**config.mk**
```make
export PLATFORM = sky130hd
export DESIGN_NAME = muldiv_ctrl_flat
export DESIGN_NICKNAME = d
export VERILOG_FILES = /design/src/rtl/muldiv_ctrl_pkg.sv /design/src/rtl/muldiv_ctrl_if.sv /design/src/rtl/muldiv_acc.sv /design/src/rtl/muldiv_ctrl.sv /design/src/flat_wrapper.sv
export SDC_FILE = /design/constraint.sdc
export NUM_CORES = 1
export LEC_CHECK = 0
export CAP_MARGIN = 20
export CORE_AREA = 5 5 154 156
export DETAILED_ROUTE_END_ITERATION = 12
export DIE_AREA = 0 0 159 161
export PLACE_DENSITY = 0.76
export SLEW_MARGIN = 40
export SYNTH_ARGS = -nofsm -noshare
export SYNTH_HDL_FRONTEND = slang
export SYNTH_SLANG_ARGS = --single-unit
```
**constraint.sdc**
```tcl
create_clock -name clk -period 3.1 [get_ports clk]
set_clock_uncertainty 0.1 [all_clocks]
set_input_delay 0.62 -clock clk [delete_from_list [all_inputs] [get_ports clk]]
set_output_delay 0.62 -clock clk [all_outputs]
set_load 0.1 [all_outputs]
```
**src/rtl/muldiv_ctrl_pkg.sv**
```systemverilog
// Shared constants for the HI/LO multiply/divide controller: op codes,
// FSM state encoding and the default register width.
package muldiv_ctrl_pkg;

   localparam int CPU_REG_WIDTH = 32;

   localparam logic [3:0] MULDIV_OP_NONE  = 4'd0;
   localparam logic [3:0] MULDIV_OP_MULT  = 4'd1;
   localparam logic [3:0] MULDIV_OP_MULTU = 4'd2;
   localparam logic [3:0] MULDIV_OP_DIV   = 4'd3;
   localparam logic [3:0] MULDIV_OP_DIVU  = 4'd4;
   localparam logic [3:0] MULDIV_OP_MTHI  = 4'd5;
   localparam logic [3:0] MULDIV_OP_MTLO  = 4'd6;
   localparam logic [3:0] MULDIV_OP_MADD  = 4'd7;
   localparam logic [3:0] MULDIV_OP_MADDU = 4'd8;
   localparam logic [3:0] MULDIV_OP_MSUB  = 4'd9;
   localparam logic [3:0] MULDIV_OP_MSUBU = 4'd10;

   typedef enum logic [1:0] {
      ST_IDLE  = 2'd0,
      ST_ISSUE = 2'd1,
      ST_WAIT  = 2'd2
   } muldiv_state_t;

   typedef enum logic [1:0] {
      ACC_SET = 2'd0,
      ACC_ADD = 2'd1,
      ACC_SUB = 2'd2
   } acc_mode_t;

endpackage

```
**src/rtl/muldiv_ctrl_if.sv**
```systemverilog
// Execute-stage side of the multiply/divide controller: request, operands,
// flush, stall and the architectural HI/LO values.
interface muldiv_ctrl_if
   import muldiv_ctrl_pkg::*;
#(
   parameter int WIDTH = CPU_REG_WIDTH
);
   logic             req;
   logic [3:0]       op;
   logic [WIDTH-1:0] a;
   logic [WIDTH-1:0] b;
   logic             flush;
   logic             busy;
   logic [WIDTH-1:0] hi;
   logic [WIDTH-1:0] lo;

   modport master (output req, op, a, b, flush, input busy, hi, lo);
   modport slave  (input req, op, a, b, flush, output busy, hi, lo);
endinterface

```
**src/rtl/muldiv_acc.sv**
```systemverilog
// 2*WIDTH-bit accumulate for MADD/MSUB commits; wraps modulo 2^W.
module muldiv_acc #(
   parameter int W = 64
) (
   input  logic [W-1:0] acc,
   input  logic [W-1:0] addend,
   input  logic         sub,
   output logic [W-1:0] sum
);
   assign sum = sub ? (acc - addend) : (acc + addend);
endmodule

```
**src/rtl/muldiv_ctrl.sv**
```systemverilog
// HI/LO multiply/divide controller: sequences external engines and owns HI/LO.
// Define MULDIV_MADD_EN to add MADD/MADDU/MSUB/MSUBU accumulate ops.
module muldiv_ctrl
   import muldiv_ctrl_pkg::*;
#(
   parameter int WIDTH = CPU_REG_WIDTH
) (
   input  logic               clk,
   input  logic               rst,
   muldiv_ctrl_if.slave       bus,
   output logic               mul_start,
   output logic               mul_signd,
   output logic [WIDTH-1:0]   mul_a,
   output logic [WIDTH-1:0]   mul_b,
   input  logic               mul_ready,
   input  logic [2*WIDTH-1:0] mul_product,
   output logic               div_start,
   output logic               div_signd,
   output logic [WIDTH-1:0]   div_a,
   output logic [WIDTH-1:0]   div_b,
   input  logic               div_ready,
   input  logic [WIDTH-1:0]   div_quot,
   input  logic [WIDTH-1:0]   div_rem
);
   muldiv_state_t      state_reg;
   logic [WIDTH-1:0]   hi_reg, lo_reg;
   logic [WIDTH-1:0]   mul_a_reg, mul_b_reg, div_a_reg, div_b_reg;
   logic               mul_signd_reg, div_signd_reg;
   logic               mul_start_reg, div_start_reg;
   logic               sel_div_reg;
   logic               op_mul, op_div, op_signd;
   logic               engine_ready;
   logic [2*WIDTH-1:0] mul_result;

`ifdef MULDIV_MADD_EN
   acc_mode_t          acc_mode_reg;
   acc_mode_t          op_acc;
   logic [2*WIDTH-1:0] acc_sum;

   muldiv_acc #(.W(2*WIDTH)) u_acc (
      .acc    ({hi_reg, lo_reg}),
      .addend (mul_product),
      .sub    (acc_mode_reg == ACC_SUB),
      .sum    (acc_sum)
   );
   assign mul_result = (acc_mode_reg == ACC_SET) ? mul_product : acc_sum;
`else
   assign mul_result = mul_product;
`endif

   always_comb begin
      op_mul   = 1'b0;
      op_div   = 1'b0;
      op_signd = 1'b0;
`ifdef MULDIV_MADD_EN
      op_acc   = ACC_SET;
`endif
      case (bus.op)
         MULDIV_OP_MULT:  begin op_mul = 1'b1; op_signd = 1'b1; end
         MULDIV_OP_MULTU: op_mul = 1'b1;
         MULDIV_OP_DIV:   begin op_div = 1'b1; op_signd = 1'b1; end
         MULDIV_OP_DIVU:  op_div = 1'b1;
`ifdef MULDIV_MADD_EN
         MULDIV_OP_MADD:  begin op_mul = 1'b1; op_signd = 1'b1; op_acc = ACC_ADD; end
         MULDIV_OP_MADDU: begin op_mul = 1'b1; op_acc = ACC_ADD; end
         MULDIV_OP_MSUB:  begin op_mul = 1'b1; op_signd = 1'b1; op_acc = ACC_SUB; end
         MULDIV_OP_MSUBU: begin op_mul = 1'b1; op_acc = ACC_SUB; end
`endif
         default: ;
      endcase
   end

   assign engine_ready = sel_div_reg ? div_ready : mul_ready;

   always_ff @(posedge clk) begin
      if (rst) begin
         state_reg     <= ST_IDLE;
         hi_reg        <= '0;
         lo_reg        <= '0;
         mul_a_reg     <= '0;
         mul_b_reg     <= '0;
         div_a_reg     <= '0;
         div_b_reg     <= '0;
         mul_signd_reg <= 1'b0;
         div_signd_reg <= 1'b0;
         mul_start_reg <= 1'b0;
         div_start_reg <= 1'b0;
         sel_div_reg   <= 1'b0;
`ifdef MULDIV_MADD_EN
         acc_mode_reg  <= ACC_SET;
`endif
      end else begin
         mul_start_reg <= 1'b0;
         div_start_reg <= 1'b0;
         case (state_reg)
            ST_IDLE: begin
               // Only the selected engine's operand registers are reloaded, so an
               // abandoned engine keeps seeing stable inputs.
               if (bus.req && !bus.flush) begin
                  if (op_mul) begin
                     mul_a_reg     <= bus.a;
                     mul_b_reg     <= bus.b;
                     mul_signd_reg <= op_signd;
                     mul_start_reg <= 1'b1;
                     sel_div_reg   <= 1'b0;
`ifdef MULDIV_MADD_EN
                     acc_mode_reg  <= op_acc;
`endif
                     state_reg     <= ST_ISSUE;
                  end else if (op_div) begin
                     div_a_reg     <= bus.a;
                     div_b_reg     <= bus.b;
                     div_signd_reg <= op_signd;
                     div_start_reg <= 1'b1;
                     sel_div_reg   <= 1'b1;
                     state_reg     <= ST_ISSUE;
                  end else if (bus.op == MULDIV_OP_MTHI) begin
                     hi_reg <= bus.a;
                  end else if (bus.op == MULDIV_OP_MTLO) begin
                     lo_reg <= bus.a;
                  end
               end
            end
            ST_ISSUE: state_reg <= bus.flush ? ST_IDLE : ST_WAIT;
            ST_WAIT: begin
               if (bus.flush) begin
                  state_reg <= ST_IDLE;
               end else if (engine_ready) begin
                  state_reg <= ST_IDLE;
                  if (sel_div_reg) begin
                     lo_reg <= div_quot;
                     hi_reg <= div_rem;
                  end else begin
                     {hi_reg, lo_reg} <= mul_result;
                  end
               end
            end
            default: state_reg <= ST_IDLE;
         endcase
      end
   end

   assign bus.busy  = (state_reg != ST_IDLE);
   assign bus.hi    = hi_reg;
   assign bus.lo    = lo_reg;
   assign mul_start = mul_start_reg;
   assign mul_signd = mul_signd_reg;
   assign mul_a     = mul_a_reg;
   assign mul_b     = mul_b_reg;
   assign div_start = div_start_reg;
   assign div_signd = div_signd_reg;
   assign div_a     = div_a_reg;
   assign div_b     = div_b_reg;

endmodule
```
**src/flat_wrapper.sv**
```systemverilog
// flat-port wrapper written by rule: the top's interface ports become plain ports
module muldiv_ctrl_flat import muldiv_ctrl_pkg::*;
#(
   parameter int WIDTH = CPU_REG_WIDTH
)
  (clk, rst, mul_start, mul_signd, mul_a, mul_b, mul_ready, mul_product, div_start, div_signd, div_a, div_b, div_ready, div_quot, div_rem, bus_req, bus_op, bus_a, bus_b, bus_flush, bus_busy, bus_hi, bus_lo);
  muldiv_ctrl_if #(.WIDTH(WIDTH)) bus_i ();
  input  logic clk;
  input  logic rst;
  output logic mul_start;
  output logic mul_signd;
  output logic [WIDTH-1:0] mul_a;
  output logic [WIDTH-1:0] mul_b;
  input  logic mul_ready;
  input  logic [2*WIDTH-1:0] mul_product;
  output logic div_start;
  output logic div_signd;
  output logic [WIDTH-1:0] div_a;
  output logic [WIDTH-1:0] div_b;
  input  logic div_ready;
  input  logic [WIDTH-1:0] div_quot;
  input  logic [WIDTH-1:0] div_rem;
  input wire logic [$bits(bus_i.req)-1:0] bus_req;
  input wire logic [$bits(bus_i.op)-1:0] bus_op;
  input wire logic [$bits(bus_i.a)-1:0] bus_a;
  input wire logic [$bits(bus_i.b)-1:0] bus_b;
  input wire logic [$bits(bus_i.flush)-1:0] bus_flush;
  output wire logic [$bits(bus_i.busy)-1:0] bus_busy;
  output wire logic [$bits(bus_i.hi)-1:0] bus_hi;
  output wire logic [$bits(bus_i.lo)-1:0] bus_lo;
  assign bus_i.req = bus_req;
  assign bus_i.op = bus_op;
  assign bus_i.a = bus_a;
  assign bus_i.b = bus_b;
  assign bus_i.flush = bus_flush;
  assign bus_busy = bus_i.busy;
  assign bus_hi = bus_i.hi;
  assign bus_lo = bus_i.lo;
  muldiv_ctrl #(.WIDTH(WIDTH)) u_core (.clk(clk), .rst(rst), .bus(bus_i), .mul_start(mul_start), .mul_signd(mul_signd), .mul_a(mul_a), .mul_b(mul_b), .mul_ready(mul_ready), .mul_product(mul_product), .div_start(div_start), .div_signd(div_signd), .div_a(div_a), .div_b(div_b), .div_ready(div_ready), .div_quot(div_quot), .div_rem(div_rem));
endmodule
```
==> results, run 1 <==
- The run finished with clean final reports.
- The post-CTS setup buffer count is 0.
- The post-route netlist has 19.8% of its cells at a drive strength greater than 1.
- Of the available clock period, the critical path in the final layout requires 79.3%.
- The overall track demand over capacity in global routing is 21.8%.
- The area of the mapped netlist is 8590 µm².
- The required time reported for the critical path endpoint is 3.28 ns.
- The capturing element type of the critical path is a flip-flop.
- The repair_antennas step left the layout with diodes totalling 0.
- The H-tree level count is 4.
- The critical path class is primary input to flip-flop.
- The top fanout value on the critical path is 54.
- The master of the slowest instance on the critical path is sky130_fd_sc_hd__or4_2.
- The number of buffers inserted by port buffering is 398.
- For this block, the routed nets add up to 29.6 mm of wire.
- At the pin with the least slew margin, the transition time is 0.693 ns.
- The wire length of the first global-routing pass is 45.0 mm.
- In this run switching power makes up 27.9% of total power.
- For this block, the via count after detailed routing is 7,911.
- The first routing iteration left 464 violations.
- With fillers left out, the area of the finished cells amounts to 13,000 µm².
- Once detail routing completed, the nets flagged for antenna violations numbered 0.
- The highest achievable clock rate is 407 MHz.
- TritonCTS built the clock tree.
- Counting every sink on the clock net gives 199.
- The startpoint of the worst register-to-register path is u_core.state_reg[0].
- The largest net degree at the start of global routing is 102.
- Row generation in the floorplan step produced 55 rows.
- On the worst path, the slowest cell contributes a delay of 0.66 ns.
- The floorplan step defined a die boundary enclosing 25,600 µm².
- The portion of total power attributed to sequential cells is 46.5%.
- The area share of the largest cell type after synthesis is 46.4%.
- The initial antenna violation count is 0.
- In the final routed layout, each cell accounts on average for 18.7 µm.
- Routability-driven placement finished with a final weighted congestion of 0.845.
- Clock-pin slew was measured on the worst setup and hold paths at 0.07 ns.
- In the final timing run, aggregate negative setup slack is 0 ns.
- Summing all placed instances gives a cell area of 12,400 µm².
- The most used flip-flop cell after synthesis is sky130_fd_sc_hd__dfxtp_1.
- Buffers inserted to repair hold after CTS numbered 0.
- The data arrival time of the critical path is 2.64 ns.
- In the post-route analysis, the smallest setup slack over all paths is 0.642 ns.
- The internal power of the cells totals 0.00404 W.
- Leaving out fill and tap cells, the most frequent cells in the layout are sky130_fd_sc_hd__buf_4, sky130_fd_sc_hd__clkdlybuf4s50_1, sky130_fd_sc_hd__dfxtp_1.
- The total net switching power is 0.00157 W.
- The fraction of synthesis flops using an asynchronous set or reset pin is 0%.
- The via count of the first global-routing pass is 7,863.
- The power density over the cells is 432 nW/µm².
- The core region is 22,200 µm².
- IR analysis of the VDD net gives a maximum drop of 264 µV.
- Yosys printed 0 warnings.
- Of the total power, combinational logic draws 15.2%.
- The post-synthesis to final-layout area growth is 51.0%.
- In this run, distinct cell masters in the synthesized netlist total 28.
- Setup repair after global routing left no endpoint under its margin.
- Setup violations remaining at the end of the flow were counted as 0.
- The initial cell density of the core is 38.7%.
- The floorplan step set the die height to 161 µm.
- In this run the clock root is driven by a sky130_fd_sc_hd__clkbuf_16.
- The utilization after layout is 58.4%.
- Summed over all cells, the static leakage comes to 5.42 nW.
- After synthesis, the cell types taking the most area are sky130_fd_sc_hd__dfxtp_1, sky130_fd_sc_hd__mux2i_1, sky130_fd_sc_hd__a211o_1.
- The synthesized design contains 199 register bits.
- Pin placement for this block handled 399 I/O pins.
- After global routing the overflow that remains totals 0.
- The minimum period implied by the final worst setup slack is 2.46 ns.
- The signal on the critical path passes through clkdlybuf4s50_1, nand2b_1, or4_2, buf_4, nand2_1, a21oi_1.
- The path type of the worst min-delay path is flip-flop to flip-flop.
- For this run, design rule violations remaining after detail routing come to 0.
- The synthesized design spends more area on one cell type than any other, namely sky130_fd_sc_hd__dfxtp_1.
- Counting the buffers created by CTS gives 17.
- The final count of hold timing violations is 0.
- The launch instance of the worst min-delay path is u_core.mul_a[1].
- The clock group share of total power is 38.3%.
- The HPWL after detailed placement is 22.1 mm.
- The share of the Yosys chip area taken by registers is 46.4%.
- Once the clock tree was built, the resizer swapped 0 gates to a different size.
- The final number of max-transition violations is 0.
- STA classifies the critical path startpoint as a primary input.
- The vias per cell is 5.01.
- The most common cell after layout, fill and taps aside is sky130_fd_sc_hd__buf_4.
- The headroom to the max-slew limit is 53.8%.
- The number of instances in the synthesized netlist is 921.
- The layout net count is 1,484.
- Yosys mapped a number of flops with a built-in enable equal to 0.
- The first detailed-routing pass ran for 5 iterations.
- Counting along the longest clock path gives a buffer depth of 2.
- The clock insertion delay at the later pin of the skew report is 0.42 ns.
- The launching instance or port of the critical path is bus_flush.
- Before CTS, the worst setup slack after placement is 0.225 ns.
- The die boundary width is 159 µm.
- Synthesis produced a netlist with a net count of 1,123.
- The mean cell area of the mapped netlist is 9.33 µm².
- The max-cap violation count is 0.
worst max-delay path, delay by kind of cell:
kind / cells / cell delay [ns]
buffers and inverters: 2 / 0.84
AND/OR/NAND/NOR: 3 / 1.08
AO/OA/AOI/OAI: 1 / 0.07
cells in the mapped netlist, types with 2 or more instances:
cell	instances
sky130_fd_sc_hd__dfxtp_1	199
sky130_fd_sc_hd__mux2i_1	194
sky130_fd_sc_hd__nand2_1	132
sky130_fd_sc_hd__nor2_1	101
sky130_fd_sc_hd__nand2b_1	68
sky130_fd_sc_hd__a21oi_1	66
sky130_fd_sc_hd__a211o_1	64
sky130_fd_sc_hd__clkbuf_1	48
sky130_fd_sc_hd__buf_2	24
sky130_fd_sc_hd__buf_4	3
sky130_fd_sc_hd__buf_1	2
sky130_fd_sc_hd__nand3b_1	2
sky130_fd_sc_hd__nand4_1	2
sky130_fd_sc_hd__nor2b_1	2
cells by family after synthesis:
group / after synthesis / synth area share, %
buffers and inverters: 77 / 3.84
multiplexers: 194 / 22.6
XOR/XNOR: 1 / 0.102
AO/OA/AOI/OAI: 136 / 10.9
flip-flops: 199 / 46.4
AND/OR/NAND/NOR: 314 / 16.1
final timing paths:
check / endpoint / slack (ns) / depth (start not counted)
hold / removal: u_core.mul_a[1] / 0.35 / 2
setup reg to reg: u_core.mul_a[0] / 0.88 / 5
setup / recovery: u_core.mul_a[0] / 0.64 / 6
hold reg to reg: u_core.mul_a[1] / 0.35 / 2
power groups by stage:
stage	clock network, W	logic, W	registers (W)
after detailed placement	0	0.000853	0.00266
after global routing	0.00232	0.000895	0.00261
after CTS	0.00221	0.000855	0.00260
final	0.00215	0.000852	0.00261
after global placement	0	0.000849	0.00266
after floorplan	0	0.000232	0.00287
routing by layer:
| metal | up-vias | track usage [%] | wire (µm) |
|---|---|---|---|
| met5 | - | 0 | 0 |
| met4 | 0 | 7.56 | 827 |
| met3 | 45 | 6.33 | 1980 |
| met2 | 279 | 36.6 | 14400 |
| met1 | 3715 | 26.8 | 12400 |
| li1 | 3872 | - | - |
through the flow:
| step | hold WS (ns) | instances | total power, W |
|---|---|---|---|
| floorplan | 0.376 | 921 | 0.00311 |
| global placement | 0.341 | 1548 | 0.00351 |
| detailed placement | 0.347 | 1548 | 0.00352 |
| CTS | 0.356 | 1580 | 0.00567 |
| global route | 0.377 | 1580 | 0.00582 |
| finish | 0.354 | 1580 | 0.00561 |
final cells by class:
cell class                 instances  area, µm²
sequential                       199       3990
multi-input combinational        645       4300
fill                            1977       9260
clock inverter                    14        135
tap                              285        357
clock buffer                      18        429
timing repair buffer             419       3760
Note: power is estimated with default switching activity, not from simulation.
==> run 2: changes to the inputs <==
Clock period 3.1 ns to 2.5 ns, I/O delays scaled along.
==> results, run 2 (synthesized netlist as in run 1, its figures left out) <==
- The cell sitting at the root of the clock tree is a sky130_fd_sc_hd__clkbuf_16.
- The post-CTS setup buffer count is 0.
- The total die area is 25,600 µm².
- The number of buffers inserted by port buffering is 398.
- Setup repair after global routing left no endpoint under its margin.
- The clock insertion delay at the later pin of the skew report is 0.43 ns.
- The detail-routed net length per standard cell is 18.5 µm.
- The number of buffer and inverter stages on the critical path is 2.
- Routability-driven placement finished with a final weighted congestion of 0.834.
- The detailed-router iteration count before antenna repair is 7.
- The final layout contains routed wiring with a total length of 29.6 mm.
- The hold buffer count at CTS is 0.
- The peak per-stage delay on the critical path is 0.68 ns.
- The post-detailed-placement half-perimeter wirelength is 22.6 mm.
- The capturing element type of the critical path is a flip-flop.
- The worst hold path terminates at u_core.mul_a[5].
- Counting the buffers created by CTS gives 17.
- The category of cells accounting for the largest share of critical-path delay is simple AND/OR/NAND/NOR gates.
- STA classifies the critical path startpoint as a primary input.
- The worst hold path passes through 2 cells.
- The leakage power total is 5.53 nW.
- The finished cells cover 13,200 µm².
- In this run the tightest slew margin relative to its limit is 66.4%.
- The TritonCTS sink count is 199.
- The detailed router finished its first iteration with 502 violations.
- The post-synthesis to final-layout area growth is 53.5%.
- The max-cap violation count is 0.
- The run finished with clean final reports.
- Measured in cells, the most critical reg-to-reg path has a length of 5.
- The worst setup path is of the primary input to flip-flop kind.
- The total overflow left after global routing is 0.
- The setup slack of the worst register-to-register path is 0.35 ns.
- The post-CTS resize count is 0.
- The area after detailed placement is 12,600 µm².
- The via count of the first global-routing pass is 7,726.
- In this run the critical register-to-register path is captured at u_core.mul_b[30].
- TritonCTS built the clock tree.
- The required time reported for the critical path endpoint is 2.70 ns.
- In this run the worst path has a maximum fanout of 35.
- The worst hold path begins at u_core.mul_a[5].
- The final count of hold timing violations came to 0.
- The total of endpoints with negative setup slack in the final report is 0.
- In this run, placement finished with an instance count of 1,564.
- The die boundary width is 159 µm.
- The remaining design rule violation count is 0.
- The highest achievable clock rate is 449 MHz.
- Global routing used 21.8% of the available tracks across all layers.
- The post-CTS clock slew at the launch and capture registers of the worst setup and hold paths is 0.07 ns.
- The tightest min-delay check is of the flip-flop to flip-flop type.
- The post-detailed-route count of antenna-violating nets is 0.
- The worst-case IR drop observed on VDD is 331 µV.
- The initial cell density of the core is 38.7%.
- The filler cells instantiated in the layout total 1,959.
- Cells fill 59.4% of the core in the end.
- The master of the slowest instance on the critical path is sky130_fd_sc_hd__or4_2.
- The fraction of final layout cells with drive strength greater than 1 is 20.7%.
- The library cell used most frequently in the layout, excluding fill and tap cells, is sky130_fd_sc_hd__buf_4.
- The worst register-to-register path begins at u_core.state_reg[0].
- The placeable core region is 22,200 µm².
- The antenna diode instance count is 0.
- The first global-routing pass estimated 44.6 mm of wire.
- The minimum period implied by the final worst setup slack is 2.23 ns.
- The post-layout instance count excluding filler cells is 1,596.
- The power density over the cells is 539 nW/µm².
- The height of the die is 161 µm.
- Dividing the final minimum period by the clock period gives 89.2%.
- The critical path goes through clkdlybuf4s50_1, or3_1, or4_2, buf_4, nand2_1, a21oi_1.
- The vias per cell is 4.94.
- The data arrival time of the critical path is 2.43 ns.
- Entering global routing, the biggest net connects 68 pins.
- During I/O placement, the number of pins put on the boundary was 399.
- The total number of vias is 7,885.
- The slew at the pin closest to its max-slew limit is 0.504 ns.
- Leaving out fill and tap cells, the most frequent cells in the layout are sky130_fd_sc_hd__buf_4, sky130_fd_sc_hd__clkdlybuf4s50_1, sky130_fd_sc_hd__dfxtp_1.
- At the end of the flow, the number of nets in the layout was 1,500.
- In this run the deepest clock path goes through 2 buffers.
- The final number of max-transition violations is 0.
- The count of standard-cell rows is 55.
- The initial antenna violation count is 0.
- The clock tree synthesis step divided the H-tree into 4 levels.
==> run 2: worst register-to-register path, cell delays in order (launching register included) <==
cell and delay [ns]:
sky130_fd_sc_hd__dfxtp_1 0.37, sky130_fd_sc_hd__or3_1 0.38, sky130_fd_sc_hd__or4_2 0.68, sky130_fd_sc_hd__buf_4 0.28
sky130_fd_sc_hd__nand2_1 0.14, sky130_fd_sc_hd__a21oi_1 0.06
==> run 2: how the worst max path moves through the flow <==
stage                  endpoint  slack [ns]  startpoint  cells past startpoint
3_5_place_dp   u_core.mul_b[30]       -0.17   bus_op[3]                      6
3_3_place_gp   u_core.mul_b[25]       -0.12   bus_op[3]                      6
6_report       u_core.mul_b[30]        0.27   bus_op[3]                      6
2_1_floorplan   u_core.mul_a[0]        0.25   bus_op[3]                      8
4_1_cts        u_core.mul_b[30]        0.28   bus_op[3]                      6
5_1_grt         u_core.mul_a[0]        0.16   bus_op[3]                      6
==> run 2: metrics by stage <==
step	setup TNS, ns	hold WS [ns]	total power (W)	setup slack [ns]
after floorplan	0	0.376	0.00385	0.253
after global placement	-5.20	0.342	0.00437	-0.123
after detailed placement	-11.38	0.347	0.00438	-0.173
after CTS	0	0.358	0.00718	0.284
after global routing	0	0.374	0.00736	0.159
final	0	0.357	0.00711	0.270
==> run 2: final cells by class <==
| type | instances | area, µm² | share of cell area [%] |
|---|---|---|---|
| clock buffers | 19 | 443 | 3.36 |
| multi-input cells | 645 | 4300 | 32.6 |
| clock inverters | 13 | 159 | 1.20 |
| flip-flops and latches | 199 | 3990 | 30.2 |
| well taps | 285 | 357 | 2.70 |
| repair buffers | 435 | 3950 | 29.9 |
==> run 2: where the power goes <==
part | internal [W] | leakage [nW] | switching, W
registers | 0.00320 | 1.61 | 0.0000241
clock network | 0.00146 | 0.290 | 0.00134
logic | 0.000490 | 3.63 | 0.000587
total | 0.00515 | 5.53 | 0.00195
==> run 2: metal layers <==
metal  vias to the layer above  GRT usage [%]  wire [µm]
li1                       3912              -          -
met1                      3625           26.9      12100
met2                       295           36.2      14400
met3                        53           6.51       2190
met4                         0           7.83        856
met5                         -              0          0
